--- config.mk ---
export PLATFORM = sky130hd
export DESIGN_NAME = alu_multicycle
export DESIGN_NICKNAME = d
export VERILOG_FILES = /design/src/rtl/alu_pkg.sv /design/src/rtl/alu_addsub.sv /design/src/rtl/alu_multicycle.sv
export SDC_FILE = /design/constraint.sdc
export NUM_CORES = 1
export LEC_CHECK = 0
export ABC_CLOCK_PERIOD_IN_PS = 4200
export BUFFER_PORTS_ARGS = -buffer_cell sky130_fd_sc_hd__buf_2
export CAP_MARGIN = 20
export CORE_MARGIN = 2
export CORE_UTILIZATION = 55
export CTS_CLUSTER_SIZE = 28
export DETAILED_ROUTE_END_ITERATION = 12
export HOLD_SLACK_MARGIN = 0.1
export PLACE_DENSITY_LB_ADDON = 0.3
export SLEW_MARGIN = 20
export SYNTH_ARGS = -nofsm -noshare
export SYNTH_HDL_FRONTEND = slang
export SYNTH_SLANG_ARGS = --single-unit
--- constraint.sdc ---
create_clock -name CLK -period 4.2 [get_ports CLK]
set_clock_uncertainty 0.05 [all_clocks]
set_input_delay 0.21 -clock CLK [delete_from_list [all_inputs] [get_ports CLK]]
set_output_delay 0.21 -clock CLK [all_outputs]
set_load 0.01 [all_outputs]
--- src/rtl/alu_pkg.sv ---
// Shared opcode and FSM state encodings for the multicycle ALU.
package alu_pkg;

  typedef enum logic [2:0] {
    OP_ADD = 3'b000,
    OP_SUB = 3'b001,
    OP_AND = 3'b010,
    OP_OR  = 3'b011,
    OP_XOR = 3'b100,
    OP_SLL = 3'b101,
    OP_SRL = 3'b110,
    OP_MUL = 3'b111
  } alu_op_e;

  typedef enum logic [1:0] {
    S_IDLE = 2'b00,
    S_RUN  = 2'b01,
    S_FIN  = 2'b10
  } alu_state_e;

  function automatic logic is_shift(alu_op_e op);
    return (op == OP_SLL) || (op == OP_SRL);
  endfunction

endpackage

--- src/rtl/alu_addsub.sv ---
// Combinational adder/subtractor: sum, carry (no-borrow for SUB) and signed overflow.
module alu_addsub #(
  parameter int WIDTH = 16
) (
  input  logic [WIDTH-1:0] a,
  input  logic [WIDTH-1:0] b,
  input  logic             sub,
  output logic [WIDTH-1:0] sum,
  output logic             c,
  output logic             v
);

  logic [WIDTH-1:0] bx;
  logic [WIDTH:0]   full;

  // SUB is A + ~B + 1, so the carry out doubles as the "no borrow" flag.
  assign bx   = sub ? ~b : b;
  assign full = {1'b0, a} + {1'b0, bx} + {{WIDTH{1'b0}}, sub};
  assign sum  = full[WIDTH-1:0];
  assign c    = full[WIDTH];
  assign v    = (a[WIDTH-1] == bx[WIDTH-1]) && (sum[WIDTH-1] != a[WIDTH-1]);

endmodule

--- src/rtl/alu_multicycle.sv ---
// Multicycle ALU: single-cycle add/sub/logic, bit-serial shifts, shift-add multiply.
module alu_multicycle
  import alu_pkg::*;
#(
  parameter int WIDTH = 16,
  parameter int SHW   = $clog2(WIDTH)
) (
  input  logic             CLK,
  input  logic             RST_N,
  input  logic             START,
  input  logic [2:0]       ALU_CTRL,
  input  logic [WIDTH-1:0] A,
  input  logic [WIDTH-1:0] B,
  output logic             BUSY,
  output logic             DONE,
  output logic [WIDTH-1:0] ALU_OUT,
  output logic             N,
  output logic             Z,
  output logic             C,
  output logic             V
);

  localparam int CW = SHW + 1;

  alu_state_e       state, state_nxt;
  alu_op_e          op_q, op_in;
  logic [WIDTH-1:0] a_q, b_q, hi_q, lo_q;
  logic [CW-1:0]    cnt_q;

  logic [WIDTH-1:0] hi_nxt, lo_nxt, res;
  logic [CW-1:0]    cnt_nxt;
  logic [WIDTH:0]   madd;
  logic             last, res_c, res_v;
  logic [WIDTH-1:0] as_sum;
  logic             as_c, as_v;

  assign op_in = alu_op_e'(ALU_CTRL);

  alu_addsub #(.WIDTH(WIDTH)) u_addsub (
    .a  (a_q),
    .b  (b_q),
    .sub(op_q == OP_SUB),
    .sum(as_sum),
    .c  (as_c),
    .v  (as_v)
  );

  // NOTE: sequential state uses non-blocking assignments so every register samples pre-edge values.
  always_ff @(posedge CLK or negedge RST_N) begin
    if (!RST_N) state <= S_IDLE;
    else        state <= state_nxt;
  end

  // NOTE: every output of this block gets a default first so no path leaves it unassigned (no latch).
  always_comb begin
    state_nxt = state;
    hi_nxt    = hi_q;
    lo_nxt    = lo_q;
    cnt_nxt   = cnt_q;
    res       = lo_q;
    res_c     = 1'b0;
    res_v     = 1'b0;
    last      = 1'b0;
    madd      = {1'b0, hi_q} + (lo_q[0] ? {1'b0, a_q} : '0);

    case (op_q)
      OP_ADD, OP_SUB: begin
        res   = as_sum;
        res_c = as_c;
        res_v = as_v;
        last  = 1'b1;
      end
      OP_AND: begin res = a_q & b_q; last = 1'b1; end
      OP_OR:  begin res = a_q | b_q; last = 1'b1; end
      OP_XOR: begin res = a_q ^ b_q; last = 1'b1; end
      OP_SLL, OP_SRL: begin
        if (cnt_q == '0) begin
          last = 1'b1;
        end else begin
          if (op_q == OP_SLL) begin
            lo_nxt = {lo_q[WIDTH-2:0], 1'b0};
            res_c  = lo_q[WIDTH-1];
          end else begin
            lo_nxt = {1'b0, lo_q[WIDTH-1:1]};
            res_c  = lo_q[0];
          end
          res     = lo_nxt;
          cnt_nxt = cnt_q - 1'b1;
          last    = (cnt_q == CW'(1));
        end
      end
      OP_MUL: begin
        // {hi, lo} holds partial product above the not-yet-consumed multiplier bits.
        hi_nxt  = madd[WIDTH:1];
        lo_nxt  = {madd[0], lo_q[WIDTH-1:1]};
        res     = lo_nxt;
        res_c   = |hi_nxt;
        cnt_nxt = cnt_q - 1'b1;
        last    = (cnt_q == CW'(1));
      end
      default: ;
    endcase

    case (state)
      S_IDLE:  if (START) state_nxt = S_RUN;
      S_RUN:   if (last)  state_nxt = S_FIN;
      S_FIN:   state_nxt = S_IDLE;
      default: state_nxt = S_IDLE;
    endcase
  end

  // NOTE: every datapath register is reset so an abandoned operation leaves nothing behind.
  always_ff @(posedge CLK or negedge RST_N) begin
    if (!RST_N) begin
      op_q    <= OP_ADD;
      a_q     <= '0;
      b_q     <= '0;
      hi_q    <= '0;
      lo_q    <= '0;
      cnt_q   <= '0;
      ALU_OUT <= '0;
      N       <= 1'b0;
      Z       <= 1'b0;
      C       <= 1'b0;
      V       <= 1'b0;
    end else begin
      case (state)
        S_IDLE: if (START) begin
          op_q  <= op_in;
          a_q   <= A;
          b_q   <= B;
          hi_q  <= '0;
          lo_q  <= (op_in == OP_MUL) ? B : A;
          if (is_shift(op_in))     cnt_q <= CW'(B[SHW-1:0]);
          else if (op_in == OP_MUL) cnt_q <= CW'(WIDTH);
          else                     cnt_q <= '0;
        end
        S_RUN: begin
          hi_q  <= hi_nxt;
          lo_q  <= lo_nxt;
          cnt_q <= cnt_nxt;
          if (last) begin
            ALU_OUT <= res;
            N       <= res[WIDTH-1];
            Z       <= (res == '0);
            C       <= res_c;
            V       <= res_v;
          end
        end
        default: ;
      endcase
    end
  end

  assign BUSY = (state == S_RUN) || (state == S_FIN);
  assign DONE = (state == S_FIN);

endmodule

* Yosys cells after proc, flatten, opt, wreduce, memory -nomap -nowiden
Cells that the tools add are included.
** Storage, ports and cells
- Flip-flop bits (word level) :: 94
- Input bits :: 38
- Output and inout port bits :: 22
** Cells by class
- Add/sub/neg operators :: 4
- Equality and inequality tests :: 20
- Muxes and demuxes :: 27
- Bitwise gates (word level) :: 4
- Reductions and logical operators :: 18
** Operators with widths (number)
- 2-to-1 mux 16 bit :: 8
- one-hot mux 16 bit (2 select lines) :: 3
- one-hot mux 16 bit (6 select lines) :: 1
- adder 16 x 16 -> 17 bit :: 2
- == test 3 bit (second input constant) :: 7
- 2-to-1 mux 5 bit :: 4
- one-hot mux 5 bit (2 select lines) :: 2
- adder 17 x 1 -> 17 bit :: 1
- AND 16 bit :: 1
- logical NOT 16 bit :: 1
- NOT 16 bit :: 1
- bitwise OR 16 bit :: 1
- OR reduction 16 bit :: 1
- XOR 16 bit :: 1
- == test 3 x 2 -> 1 bit (second input constant) :: 2
- one-hot mux 1 bit (3 select lines) :: 2
- AND reduction 2 bit :: 3
- AND reduction 3 bit :: 2
- == test 5 x 1 -> 1 bit (second input constant) :: 1
- logical NOT 5 bit :: 1
- OR reduction 5 bit :: 1
- subtractor 5 x 1 -> 5 bit (second input constant) :: 1
- 2-to-1 mux 1 bit :: 4
- 2-to-1 mux 2 bit :: 2
- other kinds (17) :: 20

* Depth between registers and ports, before layout
- Word-level depth :: 7
- Gate-level depth with buffers :: 15
- Depth with buffers taken out :: 13

* Cells and area by module
From an unflattened synthesis, not the netlist that was laid out.
** Unflattened totals
- Cells, all modules :: 941
- Area total of the unflattened synthesis :: 7965.1 um^2
** By module, submodules not included
- alu_multicycle :: times used 1, cells an instance 827, area an instance 7040.5 um^2, sequential area each 2327.2 um^2
- alu_addsub :: times used 1, cells an instance 114, area an instance 924.6 um^2, sequential area each 0.0 um^2

* Worst setup path after synthesis
No wires, ideal clock.
- Kind :: flip-flop to flip-flop
- From :: reg op_q[2]
- To :: reg C
- Library setup time :: 0.131 ns
- Arrival :: 3.572 ns
- Path slack :: 0.447 ns
- Stages on the path, launching flop included :: 15
- Buffers on the path :: 2
- Clock period less this slack :: 3.753 ns
- Cell sequence :: dfrtp_1 > or3b_1 > buf_6 > buf_1 > xnor2_1 > ha_1 > nor2b_1 > o21ai_0 > a311oi_1 > nor2_1 > o221ai_1 > a211o_1 > or3_1 > nor3_1 > a31oi_1
** On the way
- Cells in the longest elaborated chain, start to end :: 5
** Ends and longest elaborated chain
- start: declaration :: line alu_multicycle.sv:26 : alu_op_e op_q, op_in;
- start signal: assignment :: line alu_multicycle.sv:129 : op_q <= op_in;
- == test 3 x 1 -> 1 bit :: line alu_multicycle.sv:42, alu_multicycle.sv:66
- 2-to-1 mux 16 bit :: line alu_addsub.sv:17 : assign bx = sub ? ~b : b;
- adder 16 x 16 -> 17 bit :: line alu_addsub.sv:18 : assign full = {1'b0, a} + {1'b0, bx} + {{WIDTH{1'b0}}, sub};
- adder 17 x 1 -> 17 bit :: line alu_addsub.sv:18
- one-hot mux 1 bit (3 select lines) :: line alu_multicycle.sv:66 : case (op_q)
- end signal: assignment :: line alu_multicycle.sv:146 : C <= res_c;
- end: declaration :: line alu_multicycle.sv:19 : output logic C,
Several ways; a longest one is shown, not always the timed one.
A chain may end at the register's enable or synchronous reset.

* Worst setup path after layout
- From :: reg op_q[2]
- To :: reg Z
** On the way
- Cells in the longest elaborated chain, start to end :: 6
** Ends and longest elaborated chain
- == test 3 x 1 -> 1 bit :: line alu_multicycle.sv:42, alu_multicycle.sv:66
- 2-to-1 mux 16 bit :: line alu_addsub.sv:17
- adder 16 x 16 -> 17 bit :: line alu_addsub.sv:18
- adder 17 x 1 -> 17 bit :: line alu_addsub.sv:18
- one-hot mux 16 bit (6 select lines) :: line alu_multicycle.sv:66
- logical NOT 16 bit :: line alu_multicycle.sv:145 : Z <= (res == '0);
- end signal: assignment :: line alu_multicycle.sv:145
- end: declaration :: line alu_multicycle.sv:18 : output logic Z,
Several ways; a longest one is shown, not always the timed one.

==> impl_metrics.toml <==
[timing]
timing_hold_violations_final = 0
final-max-slew-violation-count = 0
final.setup.tns_ns = 0
slew_headroom_pct = 32.9
tightest_pin_transition_ns = 1.00
finalCritPeriodShare_pct = 92.1
finalWorstPathRequiredPeriod_ns = 3.87
max_freq_mhz = 259
setup_violations = 0
rsz0062_at_grt = "false"
layout_setup_ws_ns = 0.334

[finish]
drive_gt1_share_pct = 15.2
layout.cells.most_common = "sky130_fd_sc_hd__nand2_1"
syn2layout_area_growth_pct = 13.7
most_frequent_cells_in_the_layout = "sky130_fd_sc_hd__nand2_1, sky130_fd_sc_hd__dfrtp_1, sky130_fd_sc_hd__a21oi_1"
diodes = 0
layout.nets = 1100
stdcell_area_um2 = 8800

[yosys]
synth_cell_type_count = 73
synth-compound-area-share_pct = 23.6
post-synth-top-area-fraction_pct = 30.1
ys.warnings.count = 0
yosys-top-cells-area = "sky130_fd_sc_hd__dfrtp_1, sky130_fd_sc_hd__ha_1, sky130_fd_sc_hd__mux2_2, sky130_fd_sc_hd__nand2_1, sky130_fd_sc_hd__a21oi_1"
synthesis.nets = 1036
synth-edff-count = 0
synthAdderAreaFrac_pct = 11.8
yosysSeqAreaShare_pct = 30.1
synth_top_family_by_area = "compound AO/OA/AOI/OAI gates"
ys_ff_latch = 93
post_synth_arst_share_pct = 100
synth_area_um2 = 7740
post_synth_inst_count = 926
synth_xor_xnor_area_share_pct = 3.96
synth_top_flop_cell = "sky130_fd_sc_hd__dfrtp_1"
synth_largest_area_cell = "sky130_fd_sc_hd__dfrtp_1"
average_cell_area_after_synthesis_um2 = 8.36
synth.area.mux_share_pct = 8.45
synthSimpleGateAreaFrac_pct = 16.0

[clocking]
htree_num_levels = 3
post-cts-setup-buffer-count = 0
clk_root_buffer_cell = "sky130_fd_sc_hd__clkbuf_16"
cts_tree = "built"
cts.sinks = 93
cts_buffers = 9
path_clk_slew_ns = 0.06
ctsLongestPathBuffers = 2
clk_latency_ns = 0.36

[placement]
dpl_cell_area_um2 = 8160
placement.setup.worst_slack_ns = 0.325
gp_routability_congestion = 0.979
detailed_place_hpwl_um = 16500
port-buffer-count = 59

[floorplanning]
floorplan.initialDensity_pct = 56.0
die_y_um = 123
ioPinCount = 60
die_area_um2 = 15000
die_width_um = 123
floorplan.rows = 43
floorplan.core_area_um2 = 13800

[worst_hold_path]
whs_path_depth = 3
holdCritPathClass = "in2reg"

[global_routing]
grt_pass1_vias = 6895
grt_overflow = 0
grtUsageTotal_pct = 31.5
first_pass_grt_wire_length_um = 36300
largest_net_degree_at_the_start_of_global_routing = 60
number_of_antenna_violations_at_the_first_check_in_global_routing = 0

[drt]
drt_iter0_drcs = 680
ant_nets = 0
detail_route.drc_violations = 0
via_count = 7227
vias_per_cell = 6.15
routed_wire_length_per_instance_um = 19.2
drt_pass1_iterations = 7
finalWirelength_um = 22500

[setup_path]
startpoint_type = "flip-flop"
critPathMaxFanout = 8
timing_worst_setup_path_type = "reg2reg"
required_ns = 4.42
worst_r2r_path_depth = 12
cp.arrival_ns = 4.09
cp-end-kind = "flip-flop"

[job]
drv.max_cap_violation_count = 0

[run_status]
status = "complete, no violations"
through the flow:
stage          utilization, %  hold slack [ns]  instances
6_report                 63.7            0.240       1175
5_1_grt                  63.7            0.250       1175
4_1_cts                  63.6            0.218       1175
3_5_place_dp             59.0            0.285       1123
3_3_place_gp             59.0            0.286       1123
2_1_floorplan               -           -0.136        926
what timing repair did:
action                                  CTS  global route
endpoints found under the hold margin    94             0
hold buffers                             36             0
resized for setup                         0             1
endpoints found under the setup margin    0             1
synthesized netlist by cell type (6+ instances only):
cell and n:
sky130_fd_sc_hd__clkbuf_1 46, sky130_fd_sc_hd__o22ai_1 15, sky130_fd_sc_hd__nand2_1 103, sky130_fd_sc_hd__a22oi_1 9
sky130_fd_sc_hd__o21ai_0 77, sky130_fd_sc_hd__a21o_1 6, sky130_fd_sc_hd__a31oi_1 15, sky130_fd_sc_hd__and2_1 18
sky130_fd_sc_hd__nand2b_1 8, sky130_fd_sc_hd__dfrtp_1 93, sky130_fd_sc_hd__nand3_1 19, sky130_fd_sc_hd__a21oi_1 77
sky130_fd_sc_hd__mux2_2 43, sky130_fd_sc_hd__nor3_1 19, sky130_fd_sc_hd__nor2b_1 7, sky130_fd_sc_hd__inv_1 56
sky130_fd_sc_hd__xnor2_1 24, sky130_fd_sc_hd__xor2_1 11, sky130_fd_sc_hd__mux2i_1 17, sky130_fd_sc_hd__a22o_1 11
sky130_fd_sc_hd__nor2_1 67, sky130_fd_sc_hd__ha_1 70
state kept, by name, summed over array words and instances (netlist names):
| register | flops |
|---|---|
| hi_q | 16 |
| C | 1 |
| Z | 1 |
| b_q | 16 |
| V | 1 |
| a_q | 16 |
| cnt_q | 5 |
| state | 2 |
| lo_q | 16 |
| op_q | 3 |
| ALU_OUT | 16 |
logic make-up after synthesis:
| logic type | Yosys count |
|---|---|
| compound gates | 279 |
| fa+ha+maj | 72 |
| buf+inv | 116 |
| simple gates | 271 |
| xor+xnor | 35 |
| mux | 60 |
| flops | 93 |
path summary, 6_finish.rpt:
| check | slack (ns) | endpoint | start |
|---|---|---|---|
| worst max-delay path | 0.33 | Z | op_q[2] |
| worst min-delay path | 0.24 | state[1] | START |
| worst max register to register | 0.33 | Z | op_q[2] |
| worst min register to register | 0.42 | ALU_OUT[7] | ALU_OUT[7] |
| max in group asynchronous | 2.75 | Z | RST_N |
| min in group asynchronous | 0.41 | b_q[12] | RST_N |
final cells by class:
| type | count | area (µm²) |
|---|---|---|
| fillers | 1195 | 5020 |
| multi-input cells | 717 | 4970 |
| flip-flops and latches | 93 | 2330 |
| repair buffers | 113 | 793 |
| clock buffers | 12 | 256 |
| well taps | 180 | 225 |
| inverters | 56 | 210 |
| clock inverters | 4 | 22.5 |
worst max-delay path, stage by stage, from the launching register on:
cell	delay, ns
sky130_fd_sc_hd__dfrtp_1	0.37
sky130_fd_sc_hd__or3b_1	0.58
sky130_fd_sc_hd__xnor2_1	0.21
sky130_fd_sc_hd__ha_1	0.33
sky130_fd_sc_hd__a21oi_1	0.41
sky130_fd_sc_hd__nor2_1	0.13
sky130_fd_sc_hd__a41oi_4	0.28
sky130_fd_sc_hd__a21boi_0	0.17
sky130_fd_sc_hd__o41ai_1	0.47
sky130_fd_sc_hd__mux2i_1	0.18
sky130_fd_sc_hd__a21oi_1	0.23
sky130_fd_sc_hd__nand4_1	0.15
sky130_fd_sc_hd__o31ai_2	0.22
routing by layer:
metal	GRT usage (%)	wire (µm)	vias up
li1	-	-	3430
met1	41.1	9610	3457
met2	50.7	10400	280
met3	4.60	1420	60
met4	16.7	1120	0
met5	0	0	-
Power is left out: the tool's default activity adds up to more than one toggle a clock period on the data nets, which glitch-free logic cannot reach.
